--- src/rtl/rv_lsu_ctrl.sv ---
// Load/store sequencer between the MEM stage and a 64-bit doubleword data port.
// Optional bus timeout fault enabled by defining RV_LSU_TIMEOUT_EN.
module rv_lsu_ctrl #(
  parameter int unsigned TIMEOUT_CYC = 255
) (
  input  logic        clk_i,
  input  logic        rst_n_i,
  input  logic        lsu_valid_i,
  input  logic        lsu_we_i,
  input  logic [2:0]  funct3_i,
  input  logic [63:0] addr_i,
  input  logic [63:0] wdata_i,
  output logic        lsu_ready_o,
  output logic        lsu_stall_o,
  output logic [63:0] rdata_o,
  output logic        rdata_valid_o,
  output logic        misalign_o,
  output logic        fault_o,
  output logic        mem_req_o,
  output logic        mem_we_o,
  output logic [63:0] mem_addr_o,
  output logic [7:0]  mem_strb_o,
  output logic [63:0] mem_wdata_o,
  input  logic        mem_gnt_i,
  input  logic        mem_rvalid_i,
  input  logic [63:0] mem_rdata_i,
  input  logic        mem_err_i
);

  typedef enum logic [1:0] {S_IDLE, S_REQ, S_WAIT} state_t;

  state_t      r_state, w_next;
  logic [2:0]  r_f3;
  logic [2:0]  r_off;
  logic        r_we;
  logic [7:0]  r_strb;
  logic [63:0] r_wdata;
  logic [60:0] r_addr;
  logic [63:0] r_rdata;
  logic        r_ready, r_fault, r_misalign, r_rvalid;

  logic        w_illegal, w_misal, w_tout;
  logic        w_latch, w_ready_d, w_fault_d, w_mis_d, w_rv_d;
  logic [7:0]  w_strb;
  logic [63:0] w_wrep;
  logic [7:0]  w_b;
  logic [15:0] w_h;
  logic [31:0] w_w;
  logic [63:0] w_ext;

  assign w_illegal = lsu_we_i ? funct3_i[2] : (funct3_i == 3'b111);

  always_comb begin
    w_misal = 1'b0;
    w_strb  = 8'hFF;
    w_wrep  = wdata_i;
    unique case (funct3_i[1:0])
      2'b00: begin
        w_strb = 8'b0000_0001 << addr_i[2:0];
        w_wrep = {8{wdata_i[7:0]}};
      end
      2'b01: begin
        w_misal = addr_i[0];
        w_strb  = 8'b0000_0011 << {addr_i[2:1], 1'b0};
        w_wrep  = {4{wdata_i[15:0]}};
      end
      2'b10: begin
        w_misal = |addr_i[1:0];
        w_strb  = 8'h0F << {addr_i[2], 2'b00};
        w_wrep  = {2{wdata_i[31:0]}};
      end
      default: begin
        w_misal = |addr_i[2:0];
        w_strb  = 8'hFF;
        w_wrep  = wdata_i;
      end
    endcase
  end

  // Lane extraction uses the offset latched at acceptance, not the live address.
  assign w_b = mem_rdata_i[{r_off, 3'b000} +: 8];
  assign w_h = mem_rdata_i[{r_off[2:1], 4'b0000} +: 16];
  assign w_w = mem_rdata_i[{r_off[2], 5'b00000} +: 32];

  always_comb begin
    w_ext = mem_rdata_i;
    unique case (r_f3[1:0])
      2'b00:   w_ext = {{56{~r_f3[2] & w_b[7]}}, w_b};
      2'b01:   w_ext = {{48{~r_f3[2] & w_h[15]}}, w_h};
      2'b10:   w_ext = {{32{~r_f3[2] & w_w[31]}}, w_w};
      default: w_ext = mem_rdata_i;
    endcase
  end

`ifdef RV_LSU_TIMEOUT_EN
  logic [7:0] r_cnt;

  assign w_tout = (r_state != S_IDLE) && (r_cnt == 8'(TIMEOUT_CYC));

  always_ff @(posedge clk_i or negedge rst_n_i) begin
    if (!rst_n_i) begin
      r_cnt <= '0;
    end else if (w_latch) begin
      r_cnt <= '0;
    end else if (r_state != S_IDLE) begin
      r_cnt <= r_cnt + 8'd1;
    end
  end
`else
  // No timeout in this build; the parameter only keeps the interface uniform.
  assign w_tout = 1'b0 & (TIMEOUT_CYC == 0);
`endif

  always_comb begin
    w_next    = r_state;
    w_latch   = 1'b0;
    w_ready_d = 1'b0;
    w_fault_d = 1'b0;
    w_mis_d   = 1'b0;
    w_rv_d    = 1'b0;
    unique case (r_state)
      S_IDLE: begin
        // A request is not re-evaluated during the cycle its retire pulse is shown.
        if (lsu_valid_i && !r_ready) begin
          if (w_illegal) begin
            w_ready_d = 1'b1;
            w_fault_d = 1'b1;
          end else if (w_misal) begin
            w_ready_d = 1'b1;
            w_mis_d   = 1'b1;
          end else begin
            w_latch = 1'b1;
            w_next  = S_REQ;
          end
        end
      end
      S_REQ: begin
        if (w_tout) begin
          w_next    = S_IDLE;
          w_ready_d = 1'b1;
          w_fault_d = 1'b1;
        end else if (mem_gnt_i) begin
          w_next = S_WAIT;
        end
      end
      S_WAIT: begin
        if (mem_rvalid_i) begin
          w_next    = S_IDLE;
          w_ready_d = 1'b1;
          if (mem_err_i) begin
            w_fault_d = 1'b1;
          end else if (!r_we) begin
            w_rv_d = 1'b1;
          end
        end else if (w_tout) begin
          w_next    = S_IDLE;
          w_ready_d = 1'b1;
          w_fault_d = 1'b1;
        end
      end
      default: w_next = S_IDLE;
    endcase
  end

  always_ff @(posedge clk_i or negedge rst_n_i) begin
    if (!rst_n_i) begin
      r_state    <= S_IDLE;
      r_f3       <= '0;
      r_off      <= '0;
      r_we       <= 1'b0;
      r_strb     <= '0;
      r_wdata    <= '0;
      r_addr     <= '0;
      r_rdata    <= '0;
      r_ready    <= 1'b0;
      r_fault    <= 1'b0;
      r_misalign <= 1'b0;
      r_rvalid   <= 1'b0;
    end else begin
      r_state    <= w_next;
      r_ready    <= w_ready_d;
      r_fault    <= w_fault_d;
      r_misalign <= w_mis_d;
      r_rvalid   <= w_rv_d;
      if (w_latch) begin
        r_f3    <= funct3_i;
        r_off   <= addr_i[2:0];
        r_we    <= lsu_we_i;
        r_strb  <= w_strb;
        r_wdata <= w_wrep;
        r_addr  <= addr_i[63:3];
      end
      if (w_rv_d) begin
        r_rdata <= w_ext;
      end
    end
  end

  assign lsu_ready_o   = r_ready;
  assign lsu_stall_o   = lsu_valid_i & ~r_ready;
  assign rdata_o       = r_rdata;
  assign rdata_valid_o = r_rvalid;
  assign misalign_o    = r_misalign;
  assign fault_o       = r_fault;
  assign mem_req_o     = (r_state == S_REQ) & ~w_tout;
  assign mem_we_o      = r_we;
  assign mem_addr_o    = {3'b000, r_addr};
  assign mem_strb_o    = r_strb;
  assign mem_wdata_o   = r_wdata;

endmodule

--- config.mk ---
export PLATFORM = sky130hd
export DESIGN_NAME = rv_lsu_ctrl
export DESIGN_NICKNAME = d
export VERILOG_FILES = /design/src/rtl/rv_lsu_ctrl.sv
export SDC_FILE = /design/constraint.sdc
export NUM_CORES = 1
export LEC_CHECK = 0
export BUFFER_PORTS_ARGS = -buffer_cell sky130_fd_sc_hd__buf_2
export CAP_MARGIN = 20
export CORE_MARGIN = 8
export CORE_UTILIZATION = 39
export DETAILED_ROUTE_END_ITERATION = 10
export MAX_ROUTING_LAYER = met4
export PLACE_DENSITY = 0.79
export SYNTH_ARGS = -nofsm -noshare
export SYNTH_HDL_FRONTEND = slang
export SYNTH_SLANG_ARGS = --single-unit
--- constraint.sdc ---
create_clock -name clk_i -period 1.8 [get_ports clk_i]
set_input_delay 0.09 -clock clk_i [delete_from_list [all_inputs] [get_ports clk_i]]
set_output_delay 0.09 -clock clk_i [all_outputs]
set_load 0.03 [all_outputs]
### Word level (Yosys, flattened, before mapping)

Index checks and enable logic that the tools add are counted.

* input port bits: 202
* flip-flop bits (word level): 210

* bitwise logic cells: 6
* muxes and demuxes: 32
* shifts and indexed selects: 6
* reduce and logical (&&, ||, !) cells: 8
* eq/ne operators: 12

Operators by type and width (count)
* 64-bit one-hot mux with 3 select lines: 2
* 64-bit by 7-bit indexed part select with 16-bit output: 1
* 64-bit by 7-bit indexed part select with 32-bit output: 1
* 64-bit by 7-bit indexed part select with 8-bit output: 1
* 8-bit one-hot mux with 3 select lines: 1
* 1-bit two-way mux: 20
* 2-bit two-way mux: 5
* 2-bit inequality test (second input constant): 4
* 1-bit by 3-bit left shift with 8-bit output (first input constant): 1
* 2-bit by 3-bit left shift with 8-bit output (first input constant): 1
* 4-bit by 3-bit left shift with 8-bit output (first input constant): 1
* 2-bit by 1-bit equality test with 1-bit output (second input constant): 3
* 2-bit equality test (second input constant): 3
* 2-bit logical NOT: 3
* 2-bit one-hot mux with 3 select lines: 1
* 5-bit AND reduction: 1
* 1-bit bitwise AND: 4
* 1-bit one-hot mux with 2 select lines: 2
* 3-bit equality test (second input constant): 1
* 1-bit one-hot mux with 3 select lines: 1
* 3-bit OR reduction: 1
* 2-bit by 1-bit inequality test with 1-bit output (second input constant): 1
* 1-bit NOT: 2
* 2-bit OR reduction: 1
* 2 further kinds: 2

### Logic depth before layout (Yosys ltp)

* depth after elaboration: 6
* mapped depth: 7
* mapped depth without buffers: 5

### Worst setup path before layout

Ideal clock, no wire load.

* path kind: register to register
* start: reg r_ready, in the netlist lsu_ready_o
* end: reg r_addr[10]
* period minus slack after synthesis: 1.979 ns
* path buffers: 2
* cell stages (with the launch flop): 7
* slack: -0.179 ns
* arrival: 1.851 ns
* required time: 1.672 ns
* cell sequence: dfrtp_1 -> nor4b_2 -> inv_2 -> nor3_4 -> buf_6 -> buf_4 -> mux2_1

* cells in the longest elaborated chain, start to end: 4

RTL lines
* start, declared: line 40 `logic r_ready, r_fault, r_misalign, r_rvalid;`
* start signal, assigned: line 181 `r_ready <= w_ready_d;`
* 1-bit logical NOT: line 124 `if (lsu_valid_i && !r_ready) begin`
* 1-bit logical AND: line 124
* 1-bit two-way mux: line 124
* 1-bit two-way mux: line 121 `unique case (r_state)`
* end signal, assigned: line 191 `r_addr <= addr_i[63:3];`
* end, declared: line 38 `logic [60:0] r_addr;`

Every way passes these cells.
A chain may end at the register's enable or synchronous reset.

### Final worst setup path

* start: reg r_off[1]
* end: reg r_rdata[33], in the netlist rdata_o[33]

* cells in the longest elaborated chain, start to end: 3

RTL lines
* start, declared: line 34 `logic [2:0] r_off;`
* start signal, assigned: line 187 `r_off <= addr_i[2:0];`
* 64-bit by 7-bit indexed part select with 16-bit output or 64-bit by 7-bit indexed part select with 8-bit output (tied branches): line 82, 81
* 1-bit bitwise AND (on tied branches): line 89, 88
* 64-bit one-hot mux with 3 select lines (*): line 87 `unique case (r_f3[1:0])`
* end signal, assigned: line 194 `r_rdata <= w_ext;`
* end, declared: line 39 `logic [63:0] r_rdata;`

Mark *: on every way between the ends. The rest lies on a longest branch, timed or not.

==> summary.md <==
| Metric | Value |
|---|---|
| CTS tree | `done` |
| Max cap viols | `0` |
| Status | `finished with violations` |
| Synth area leaders | `dfrtp_1, mux2_1, mux2_2` |
| Grt met3 use | `0.0760` |
| CTS Buffer Depth | `3` |
| Ports | `409` |
| Post-Syn Area | `10500 µm²` |
| Final design utilization | `0.630` |
| Clock edge transition at the registers on the reported setup and hold paths | `0.06 ns` |
| Final TNS setup | `-10.82 ns` |
| Critical path class | `reg2reg` |
| CORE AREA | `26700 µm²` |
| Via count | `approximately 11000` |
| Skew final | `approximately 0.014 ns` |
| GR Layer Usage met2 | `0.466` |
| GR Layer Usage met1 | `0.291` |
| Final hold violations | `0` |
| Rows | `60` |
| DR pass1 iterations | `6` |
| Failing checks | `negative setup slack` |
| Least-Margin Pin Slew | `around 0.5 ns` |
| Nets@finish | `1789` |
| Gp weighted congestion | `0.966` |
| Peak VDD IR | `~1600 µV` |
| Yosys top cell area share | `0.500` |
| Yosys reg bits | `210` |
| RSZ-0062 raised after global routing | `yes` |
| Remaining DRCs | `0` |
| PortBufs | `405` |
| Crit path time final | `roughly 2.1 ns` |
| Critical Path AT | `around 2.4 ns` |
| Yosys cell types | `49` |
| Worst Setup Slack, final | `-0.251 ns` |
| Async S/R FF share, synth | `1.00` |
| Fin. max-slew vios | `0` |
| Hold Slack | `0.0274 ns` |
| Detailed placement HPWL | `29600 µm` |
| Mean Syn Cell Area | `about 11 µm²` |
| Antenna-violating nets left | `0` |
| Initial DRC Count | `1258` |
| Most frequent cell after synthesis | `dfrtp_1` |
| Worst hold path depth | `4` |
| Slowest stage cell, crit path | `dfrtp_1` |
| Placed Instances | `1710` |
| Total wire length | `50000 µm` |
| Worst r2r path cells | `8` |
| Die extent in x | `180 µm` |
| Die area | `32500 µm²` |
| Kind of start point of the critical path | `register` |
| Filler cells | `1937` |
| Sequential share of the synthesized area | `0.500` |
| Ys Warns | `0` |
| First-pass GRT wire length | `~70000 µm` |
| Final setup fails | `170` |
| TritonCTS buffer count | `24` |
| Final Cycle Share | `1.14` |
| Gr ovfl total | `0` |
| Busiest layer in global routing | `met2` |
| CP endpoint kind | `register` |
| Most used cell, CP | `buf_6` |
| Layout area overhead | `60.1%` |
| Worst Path Max Fanout | `8` |
| Die Ht | `180 µm` |
| Register area | `5260 µm²` |
| Slew headroom | `0.664` |
| Maximum number of pins on one net before global-route repair | `between 50 and 60` |
| GRT Util Overall | `0.270` |
| Post-Layout Cell Count | `roughly 1900` |
| Clock sink total | `210` |
| Initial antenna violation count | `4` |
| Hold WC Path Type | `in2reg` |
| Vias in the first global route | `11569` |
| Worst-skew pair later-pin latency | `0.52 ns` |
| CP cell instances | `buf_6 -> buf_4 -> nand3b_1 -> a21oi_2 -> o21bai_2 -> buf_6 -> clkbuf_16 -> a31oi_1` |
| Worst Path Required | `2.18 ns` |
| Largest stage delay, worst path | `~0.42 ns` |
| Critical path depth | `8` |
| CTS H-tree lvls | `1` |
| Bufs and invs on worst path | `4` |
| Area of the multi-input gates | `5290 µm²` |
| Wire per inst | `25.7 µm` |
| Top delay family on crit path | `compound AO/OA/AOI/OAI gates` |
| Share of cells above drive strength 1 | `0.433` |
| Number of flops mapped to enable cells by yosys | `0` |
| Commonest cells in the synthesized netlist | `dfrtp_1, mux2_1, nor2_1` |
| Peak Freq | `slightly below 0.5 GHz` |
| Syn Inst Count | `969` |
| Primary FF master, synth | `dfrtp_1` |
| Area leader, netlist | `dfrtp_1` |
| Vias/cell | `5.84` |
| Pwr dens | `1810 nW/µm²` |
| Leakage Power | `7.98 nW` |
| CTS root buf | `clkbuf_16` |
| Initial core utilization | `0.393` |
==> path summary, 6_finish.rpt <==
kind / from / end / slack, ns
max in group asynchronous: rst_n_i / r_f3[0]$_DFFE_PN0P_ / 1.09
hold reg to reg: mem_strb_o[5]$_DFFE_PN0P_ / mem_strb_o[5]$_DFFE_PN0P_ / 0.48
min in group asynchronous: rst_n_i / rdata_o[35]$_DFFE_PN0P_ / 0.06
setup reg to reg: r_off[1]$_DFFE_PN0P_ / rdata_o[33]$_DFFE_PN0P_ / -0.25
hold / removal: wdata_i[48] / mem_wdata_o[48]$_DFFE_PN0P_ / 0.03
setup / recovery: r_off[1]$_DFFE_PN0P_ / rdata_o[33]$_DFFE_PN0P_ / -0.25
==> state kept, by name, summed over array words and instances (netlist names) <==
| signal | count |
|---|---|
| fault_o | 1 |
| r_addr | 61 |
| r_state | 2 |
| mem_wdata_o | 64 |
| mem_strb_o | 8 |
| rdata_valid_o | 1 |
| mem_we_o | 1 |
| r_f3 | 3 |
| misalign_o | 1 |
| lsu_ready_o | 1 |
| rdata_o | 64 |
| r_off | 3 |
==> worst min-delay path: cells and delay by family <==
| family | cells | cell delay, ns |
|---|---|---|
| multiplexers | 2 | 0.22 |
| AO/OA/AOI/OAI | 1 | 0.13 |
| buffers and inverters | 1 | 0.07 |
==> cells in the final DEF, fill, tap and decap left out, types with 5 or more instances in the layout <==
master           n
a211o_1          8
a211oi_2        12
a21o_1          15
a21oi_1         66
a21oi_2          8
a31oi_1         30
a31oi_4          9
a32oi_1          6
buf_12          16
buf_2          405
buf_4           62
buf_6           10
bufinv_16        5
clkbuf_16       33
clkbuf_8         5
dfrtp_1        206
diode_2          6
dlygate4sd3_1  166
inv_1           15
mux2_1          88
mux2_2          59
mux2_4           8
mux2i_1         47
mux2i_2          5
mux2i_4          6
nand2_1         57
nand3b_1        10
nand4b_1        11
nor2_1          80
nor2_2           9
nor3_1          21
o211ai_1         5
o21ai_0         38
==> kinds of logic after synthesis <==
| kind of cell | share of synthesized area |
|---|---|
| buffers and inverters | 0.0474 |
| flip-flops | 0.500 |
| AO/OA/AOI/OAI | 0.131 |
| multiplexers | 0.223 |
| other | 0.000357 |
| AND/OR/NAND/NOR | 0.0978 |
==> final cells by class <==
type / count / area share
tap: 341 / 0.0253
antenna: 6 / 0.000892
sequential: 210 / 0.312
clock buffer: 31 / 0.0415
clock inverter: 9 / 0.0101
multi-input combinational: 661 / 0.314
inverter: 18 / 0.00424
timing repair buffer: 672 / 0.291
==> report_power, final <==
part / internal, W / leakage [nW] / total (W) / switching [W]
logic: 0.00574 / 5.02 / 0.0163 / 0.0105
registers: 0.00705 / 2.53 / 0.00873 / 0.00168
clock network: 0.00342 / 0.432 / 0.00546 / 0.00204
==> per-stage QoR <==
step           instance area (µm²)  setup slack (ns)  total power [W]
2_1_floorplan                10600           -0.0215           0.0170
3_3_place_gp                 13300           -0.0530           0.0219
3_5_place_dp                 13300           -0.0974           0.0222
4_1_cts                      15900            -0.100           0.0280
5_1_grt                      16800            -0.322           0.0315
6_report                     16800            -0.251           0.0305
==> routing by layer <==
layer | wire, µm | vias up
met3 | 5680 | 233
met4 | 3140 | 0
li1 | - | 4737
met1 | 16600 | 5432
met5 | 0 | -
met2 | 24600 | 983
==> timing repair <==
item | in CTS | in global routing
buffers inserted | 1 | 11
endpoints found under the hold margin | 378 | 0
resized for setup | 8 | 109
setup endpoints to repair | 191 | 201
cloned | 1 | 14
pin swaps | 0 | 10
hold buffers | 166 | 0
No activity file was read; power rests on OpenSTA's default activity.
